File: src/rtl/fetch_pkg.sv
// fetch_pkg: shared constants, opcode helper and the state type for fetch_unit.
// The state set depends on FETCH_BRANCH_PREDICT_EN: the default build has
// FETCH/WAIT_BR, the predicting build has FETCH/SPEC/SPEC_STALL.
package fetch_pkg;

  localparam logic [5:0]  OP_JUMP     = 6'b000001;
  localparam logic [5:0]  OP_BR_FIRST = 6'b100000;
  localparam logic [5:0]  OP_BR_LAST  = 6'b100011;
  localparam logic [31:0] NOP_WORD    = 32'h0;

`ifdef FETCH_BRANCH_PREDICT_EN
  typedef enum logic [1:0] {
    FETCH      = 2'd0,
    SPEC       = 2'd1,
    SPEC_STALL = 2'd2
  } fetch_state_t;
`else
  typedef enum logic [0:0] {
    FETCH   = 1'b0,
    WAIT_BR = 1'b1
  } fetch_state_t;
`endif

  // True for the conditional-branch opcode range.
  function automatic logic is_branch_op(input logic [5:0] op);
    return (op >= OP_BR_FIRST) && (op <= OP_BR_LAST);
  endfunction

endpackage

File: src/rtl/branch_target_calc.sv
// branch_target_calc: combinational redirect target, tgt = pc + 1 + sext(imm),
// modulo 2^PC_W. Shared by the jump and branch paths of fetch_unit.
// Ports:
//   pc  in  PC_W  current fetch address
//   imm in  16    instruction[15:0], two's-complement word offset
//   tgt out PC_W  redirect target
module branch_target_calc #(
  parameter int PC_W = 32
) (
  input  logic [PC_W-1:0] pc,
  input  logic [15:0]     imm,
  output logic [PC_W-1:0] tgt
);

  logic [PC_W-1:0] imm_ext;

  // A size cast of a signed operand sign-extends for any PC_W >= 16.
  assign imm_ext = PC_W'(signed'(imm));
  assign tgt     = pc + PC_W'(1) + imm_ext;

endmodule

File: src/rtl/fetch_unit.sv
// fetch_unit: instruction-fetch stage. Drives pc to the instruction memory,
// captures the returned word into an IF/ID slot with a valid/ready handshake,
// redirects immediately on jumps and handles conditional branches either by
// stalling until execute resolves them (default) or, with the macro
// FETCH_BRANCH_PREDICT_EN defined, by static backward-taken/forward-not-taken
// prediction with a registered flush pulse on mispredict.
// Ports:
//   clk, rst_n              clock, synchronous active-low reset
//   pc                      fetch address to instruction memory
//   instruction/branch/jump word and its memory-side decode for pc
//   id_valid/id_ready       IF/ID slot handshake toward decode
//   id_instr/id_pc          registered instruction and its address
//   br_resolve/br_taken     branch resolution pulse and outcome from execute
//   flush                   kill younger instructions (0 unless macro build)
module fetch_unit #(
  parameter int              PC_W     = 32,
  parameter logic [PC_W-1:0] RESET_PC = '0
) (
  input  logic            clk,
  input  logic            rst_n,
  output logic [PC_W-1:0] pc,
  input  logic [31:0]     instruction,
  input  logic            branch,
  input  logic            jump,
  output logic            id_valid,
  input  logic            id_ready,
  output logic [31:0]     id_instr,
  output logic [PC_W-1:0] id_pc,
  input  logic            br_resolve,
  input  logic            br_taken,
  output logic            flush
);
  import fetch_pkg::*;

  fetch_state_t    state_reg, state_next;
  logic [PC_W-1:0] pc_reg, pc_next;
  // Default build: saved taken target. Predict build: the path not predicted.
  logic [PC_W-1:0] redirect_reg, redirect_next;
  logic            id_valid_reg, id_valid_next;
  logic [31:0]     id_instr_reg, id_instr_next;
  logic [PC_W-1:0] id_pc_reg, id_pc_next;

  logic [PC_W-1:0] tgt;
  logic [PC_W-1:0] pc_inc;
  logic            is_branch;
  logic            fetch_ok;
  logic            cap;
  logic            slot_write;

`ifdef FETCH_BRANCH_PREDICT_EN
  logic pred_reg, pred_next;
  logic flush_reg;
  logic mispredict;
`endif

  branch_target_calc #(.PC_W(PC_W)) u_tgt (
    .pc  (pc_reg),
    .imm (instruction[15:0]),
    .tgt (tgt)
  );

  assign pc_inc    = pc_reg + PC_W'(1);
  // jump wins if memory ever flags both
  assign is_branch = branch && !jump;

  always_comb begin
    state_next    = state_reg;
    pc_next       = pc_reg;
    redirect_next = redirect_reg;
    fetch_ok      = 1'b0;
`ifdef FETCH_BRANCH_PREDICT_EN
    pred_next     = pred_reg;
    mispredict    = 1'b0;
`endif

    case (state_reg)
      FETCH:      fetch_ok = 1'b1;
`ifdef FETCH_BRANCH_PREDICT_EN
      // Only one branch may be in flight; a second one waits at pc.
      SPEC:       fetch_ok = !is_branch;
      SPEC_STALL: fetch_ok = 1'b0;
`else
      WAIT_BR:    fetch_ok = 1'b0;
`endif
      default:    fetch_ok = 1'b0;
    endcase

    cap = fetch_ok && (!id_valid_reg || id_ready);

    if (cap) begin
      if (jump) begin
        pc_next = tgt;
      end else if (is_branch) begin
`ifdef FETCH_BRANCH_PREDICT_EN
        // Negative offset (bit 15) means a backward branch: predict taken.
        if (instruction[15]) begin
          pc_next       = tgt;
          redirect_next = pc_inc;
          pred_next     = 1'b1;
        end else begin
          pc_next       = pc_inc;
          redirect_next = tgt;
          pred_next     = 1'b0;
        end
        state_next = SPEC;
`else
        pc_next       = pc_inc;
        redirect_next = tgt;
        state_next    = WAIT_BR;
`endif
      end else begin
        pc_next = pc_inc;
      end
    end

`ifdef FETCH_BRANCH_PREDICT_EN
    if ((state_reg == SPEC || state_reg == SPEC_STALL) && br_resolve) begin
      state_next = FETCH;
      if (br_taken != pred_reg) begin
        // Wrong path: restart at the other path, discarding this cycle's cap.
        mispredict = 1'b1;
        pc_next    = redirect_reg;
      end
    end else if (state_reg == SPEC && is_branch) begin
      state_next = SPEC_STALL;
    end
`else
    // pc already sits at branch+1, so only a taken outcome moves it.
    if (state_reg == WAIT_BR && br_resolve) begin
      if (br_taken) begin
        pc_next = redirect_reg;
      end
      state_next = FETCH;
    end
`endif
  end

`ifdef FETCH_BRANCH_PREDICT_EN
  assign slot_write = cap && !mispredict;
`else
  assign slot_write = cap;
`endif

  always_comb begin
    id_valid_next = id_valid_reg;
    id_instr_next = id_instr_reg;
    id_pc_next    = id_pc_reg;
    if (slot_write) begin
      id_valid_next = 1'b1;
      id_instr_next = instruction;
      id_pc_next    = pc_reg;
    end else if (id_valid_reg && id_ready) begin
      id_valid_next = 1'b0;
    end
`ifdef FETCH_BRANCH_PREDICT_EN
    if (mispredict) begin
      id_valid_next = 1'b0;
    end
`endif
  end

  always_ff @(posedge clk) begin
    if (!rst_n) begin
      state_reg    <= FETCH;
      pc_reg       <= RESET_PC;
      redirect_reg <= '0;
      id_valid_reg <= 1'b0;
      id_instr_reg <= NOP_WORD;
      id_pc_reg    <= '0;
    end else begin
      state_reg    <= state_next;
      pc_reg       <= pc_next;
      redirect_reg <= redirect_next;
      id_valid_reg <= id_valid_next;
      id_instr_reg <= id_instr_next;
      id_pc_reg    <= id_pc_next;
    end
  end

`ifdef FETCH_BRANCH_PREDICT_EN
  always_ff @(posedge clk) begin
    if (!rst_n) begin
      pred_reg  <= 1'b0;
      flush_reg <= 1'b0;
    end else begin
      pred_reg  <= pred_next;
      flush_reg <= mispredict;
    end
  end

  assign flush = flush_reg;
`else
  assign flush = 1'b0;
`endif

  assign pc       = pc_reg;
  assign id_valid = id_valid_reg;
  assign id_instr = id_instr_reg;
  assign id_pc    = id_pc_reg;

endmodule

File: config.mk
export PLATFORM = sky130hd
export DESIGN_NAME = fetch_unit
export DESIGN_NICKNAME = d
export VERILOG_FILES = /design/src/rtl/fetch_pkg.sv /design/src/rtl/branch_target_calc.sv /design/src/rtl/fetch_unit.sv
export SDC_FILE = /design/constraint.sdc
export NUM_CORES = 1
export LEC_CHECK = 0
export CAP_MARGIN = 0
export CORE_MARGIN = 2
export CORE_UTILIZATION = 23
export CTS_CLUSTER_SIZE = 24
export DETAILED_ROUTE_END_ITERATION = 16
export DONT_BUFFER_PORTS = 1
export PLACE_DENSITY = 0.35
export SYNTH_ARGS = -nofsm -noshare
export SYNTH_HDL_FRONTEND = slang
export SYNTH_HIERARCHICAL = 1
export SYNTH_SLANG_ARGS = --single-unit
File: constraint.sdc
create_clock -name clk -period 4.5 [get_ports clk]
set_clock_uncertainty 0.2 [all_clocks]
set_input_delay 1.35 -clock clk [delete_from_list [all_inputs] [get_ports clk]]
set_output_delay 1.35 -clock clk [all_outputs]
set_load 0.005 [all_outputs]
==> flow_summary.yaml <==
sta:
  slew_headroom: 0.3911
  finalHoldViolations: 0
  whs_ns: 0.2525
  finalMaxSlewViolations: 0
  finalSetupViolations: 0
  worst_pin_slew_ns: 0.9099
  layout_min_cycle_time_ns: 3.955
  fmax_ghz: 0.2528
  rsz0062_at_grt: "no"
  tns_ns: 0
  post-route-period-util: 0.8789
floorplan:
  start_util: 0.2340
  num_rows: 66
  pin_count: 137
  die_height_um: 186.2
  die_w_um: 186.2
  core_um2: 32620
  dieArea_um2: 34660
clock_tree:
  cts_tree: "done"
  cts-resized-gates: 0
  cts.hold.buffers_added: 0
  insertion_delay_ns: 0.44
  clock_path_buffers: 2
  cts_setup_buffers: 0
  h-tree-depth: 4
  cts_buffers: 17
  clock-root-buffer: "clkbuf_16"
  clkSinkCount: 130
  path_clk_slew_ns: 0.06
detailed_routing:
  avgViaCountPerCell: 5.017
  drtAntennaViolNets: 0
  totalWireLength_mm: 29.07
  drtIter0Drc: 569
  first_pass_iters: 5
  avgRoutedWirePerCell_um: 20.06
  drcViolationCount: 0
  via_count: 7270
worst_setup_path:
  cp.arrival_ns: 4.02
  cp-end-kind: "flip-flop"
  max_stage_delay_ns: 0.40
  crit_type: "input port to flip-flop"
  worstPathRequired_ns: 4.57
  cp_slowest_cell: "fa_1"
  cp-start-kind: "input port"
  path_cells: "inv_1, ha_1, inv_1, fa_1, a21o_1, a221oi_2, buf_4, o31ai_4, a31oi_4, o211a_4, o21a_4, xnor2_1, or3_1, o211ai_1, a221oi_1"
  path_max_fanout: 3
  cp_common_cell: "inv_1"
pwr:
  netSwitchingFraction: 0.3424
  combPwrFrac: 0.262
  ir_drop_uv: 287.5
  seqPwrFrac: 0.362
  leakagePower_nw: 3.263
  p_sw_mw: 1.297
  internal_power_mw: 2.491
  power_density_nw_per_um2: 430.6
  power.share.clock: 0.376
logic_synthesis:
  async_reset_ff_frac: 0
  synth-seq-cells: 130
  syn-instance-count: 1012
  yosysUniqueCellTypes: 84
  synth_flop_cell: "dfxtp_1"
  yosysWarningCount: 6
  synth_edf_count: 0
  syn_avg_cell_area_um2: 7.543
  syn_nets: 1084
  synth.yosys.seq_area_share: 0.3409
  synth.cell_area_um2: 7634
status:
  status: "completed"
grt:
  antenna_found_initial: 0
  grtUsageTotal: 0.1692
  grt_pass1_wl_mm: 43.89
  grt.overflow.total: 0
  grt_max_degree: 61
  grt_pass1_vias: 6934
placement:
  hpwl_mm: 20.86
  port_buffers: 0
  place_congestion: 0.8058
final_layout:
  layout.nets: 1067
  n_antenna_cell: 0
  final_util: 0.2696
  n_fill_cell: 3598
  area_growth_pct: 15.21
  regArea_um2: 2603
  multi_input_area_um2: 4659
  drive_above_1_share: 0.09633
worst_hold_path:
  min_path_type: "flip-flop to flip-flop"
run:
  max-cap-violations: 0
==> layer usage <==
metal	vias up	global-route usage	share of wire
met1	3482	0.2433	0.49
met5	-	0	0
li1	3582	-	-
met3	16	0.04206	0.069
met4	0	0.04598	0.011
met2	190	0.2498	0.43
==> final timing paths <==
| check | slack (ns) | cells past startpoint | endpoint | start |
|---|---|---|---|---|
| setup / recovery | 0.54 | 15 | pc[26]$_SDFF_PN0_ | instruction[0] |
| hold / removal | 0.25 | 2 | redirect_reg[9]$_SDFFE_PN0P_ | redirect_reg[9]$_SDFFE_PN0P_ |
| setup reg to reg | 1.03 | 16 | pc[26]$_SDFF_PN0_ | pc[0]$_SDFF_PN0_ |
| hold reg to reg | 0.25 | 2 | redirect_reg[9]$_SDFFE_PN0P_ | redirect_reg[9]$_SDFFE_PN0P_ |
==> cell type report <==
cell class,instances,share of cell area
flip-flops and latches,130,0.2959
clock inverters,8,0.01167
inverters,23,0.01010
well taps,442,0.06288
clock buffers,23,0.05435
multi-input cells,785,0.5298
repair buffers,38,0.03528
==> cell usage after synthesis (3+ instances only) <==
cell	instances	area [um^2]
ha_1	32	400.4
and3_1	11	68.82
nand2b_1	8	50.05
or3_1	6	37.54
o221ai_1	4	35.03
o21bai_1	7	52.55
a21o_1	15	112.6
nor2_1	28	105.1
nand2_1	236	885.9
and4_1	7	61.31
o31a_1	3	26.28
a31oi_1	9	56.30
mux2i_1	10	100.1
nor2b_1	4	25.02
a31o_2	4	35.03
o31ai_1	6	45.04
a221oi_1	9	78.83
and2_1	5	31.28
nor4_2	3	37.54
nand4_1	17	106.4
o21ai_0	34	170.2
a21oi_1	151	755.7
xor2_1	7	61.31
a311oi_1	3	26.28
o211ai_1	10	75.07
buf_1	3	11.26
o22ai_1	8	50.05
nand3_1	33	165.2
dfxtp_1	130	2603
inv_1	23	86.33
xnor2_1	20	175.2
nor3_1	20	100.1
o21ai_1	7	35.03
a211oi_1	7	52.55
nand3b_1	3	22.52
nor4_1	4	25.02
or4_1	3	22.52
buf_2	14	70.07
clkbuf_1	55	206.5
==> cell usage in the layout (no fill, tap or decap), types with 4 or more instances in the layout <==
cell       instances
buf_4             36
nand4_1           17
o21ai_1            7
o31ai_1            6
o221ai_1           4
a211oi_1           7
and2_1             5
o211ai_1          10
nand3_1           33
nor4_2             4
clkbuf_16         17
dfxtp_1          130
a31o_2             4
a221oi_1           9
nand2b_1           7
xnor2_1           20
or3_1              6
nor3_1            20
a21o_1            15
a21oi_1          151
nor2_1            27
o21ai_0           34
nor2b_1            4
inv_1             22
o22ai_1            8
xor2_1             7
mux2i_1           10
and4_1             7
a31oi_1            9
and3_1            11
nand2_1          236
ha_1              32
o21bai_1           7
==> worst max-delay path, delay by kind of cell <==
kind,cells,cell delay [ns]
xor gates and xnor gates,1,0.08
and+or+nand+nor,1,0.38
adders and majority gates,2,0.60
AOI/OAI and AO/OA,8,1.31
buffers and inverters,3,0.31
==> stage by stage <==
step | power, mW | cells | worst slack (ns) | area (um^2)
after floorplan | 2.048 | 1012 | 0.3667 | 7634
after global placement | 2.396 | 1418 | 0.08398 | 8214
after detailed placement | 2.389 | 1418 | 0.08450 | 8214
after CTS | 3.830 | 1449 | 0.5454 | 8795
after global routing | 4.002 | 1449 | 0.2757 | 8795
final | 3.787 | 1449 | 0.5449 | 8795
==> power by group through the flow <==
stage / registers (mW) / logic, mW / clock network (mW)
after floorplan: 1.37 / 0.682 / 0
after global placement: 1.40 / 0.995 / 0
after detailed placement: 1.40 / 0.988 / 0
after CTS: 1.37 / 0.993 / 1.46
after global routing: 1.39 / 1.10 / 1.51
final: 1.37 / 0.990 / 1.42
==> logic make-up (layout without fill, tap and decap cells) <==
family	after synthesis	after routing	share of synthesized area
compound gates	311	311	0.2590
simple gates	402	402	0.2475
mux	11	11	0.01459
other cells	1	1	0.0004913
buf+inv	97	92	0.05147
xor+xnor	27	27	0.03098
fa+ha+maj	33	33	0.05507
flops	130	130	0.3409
Power figures use the tool's default switching activity.
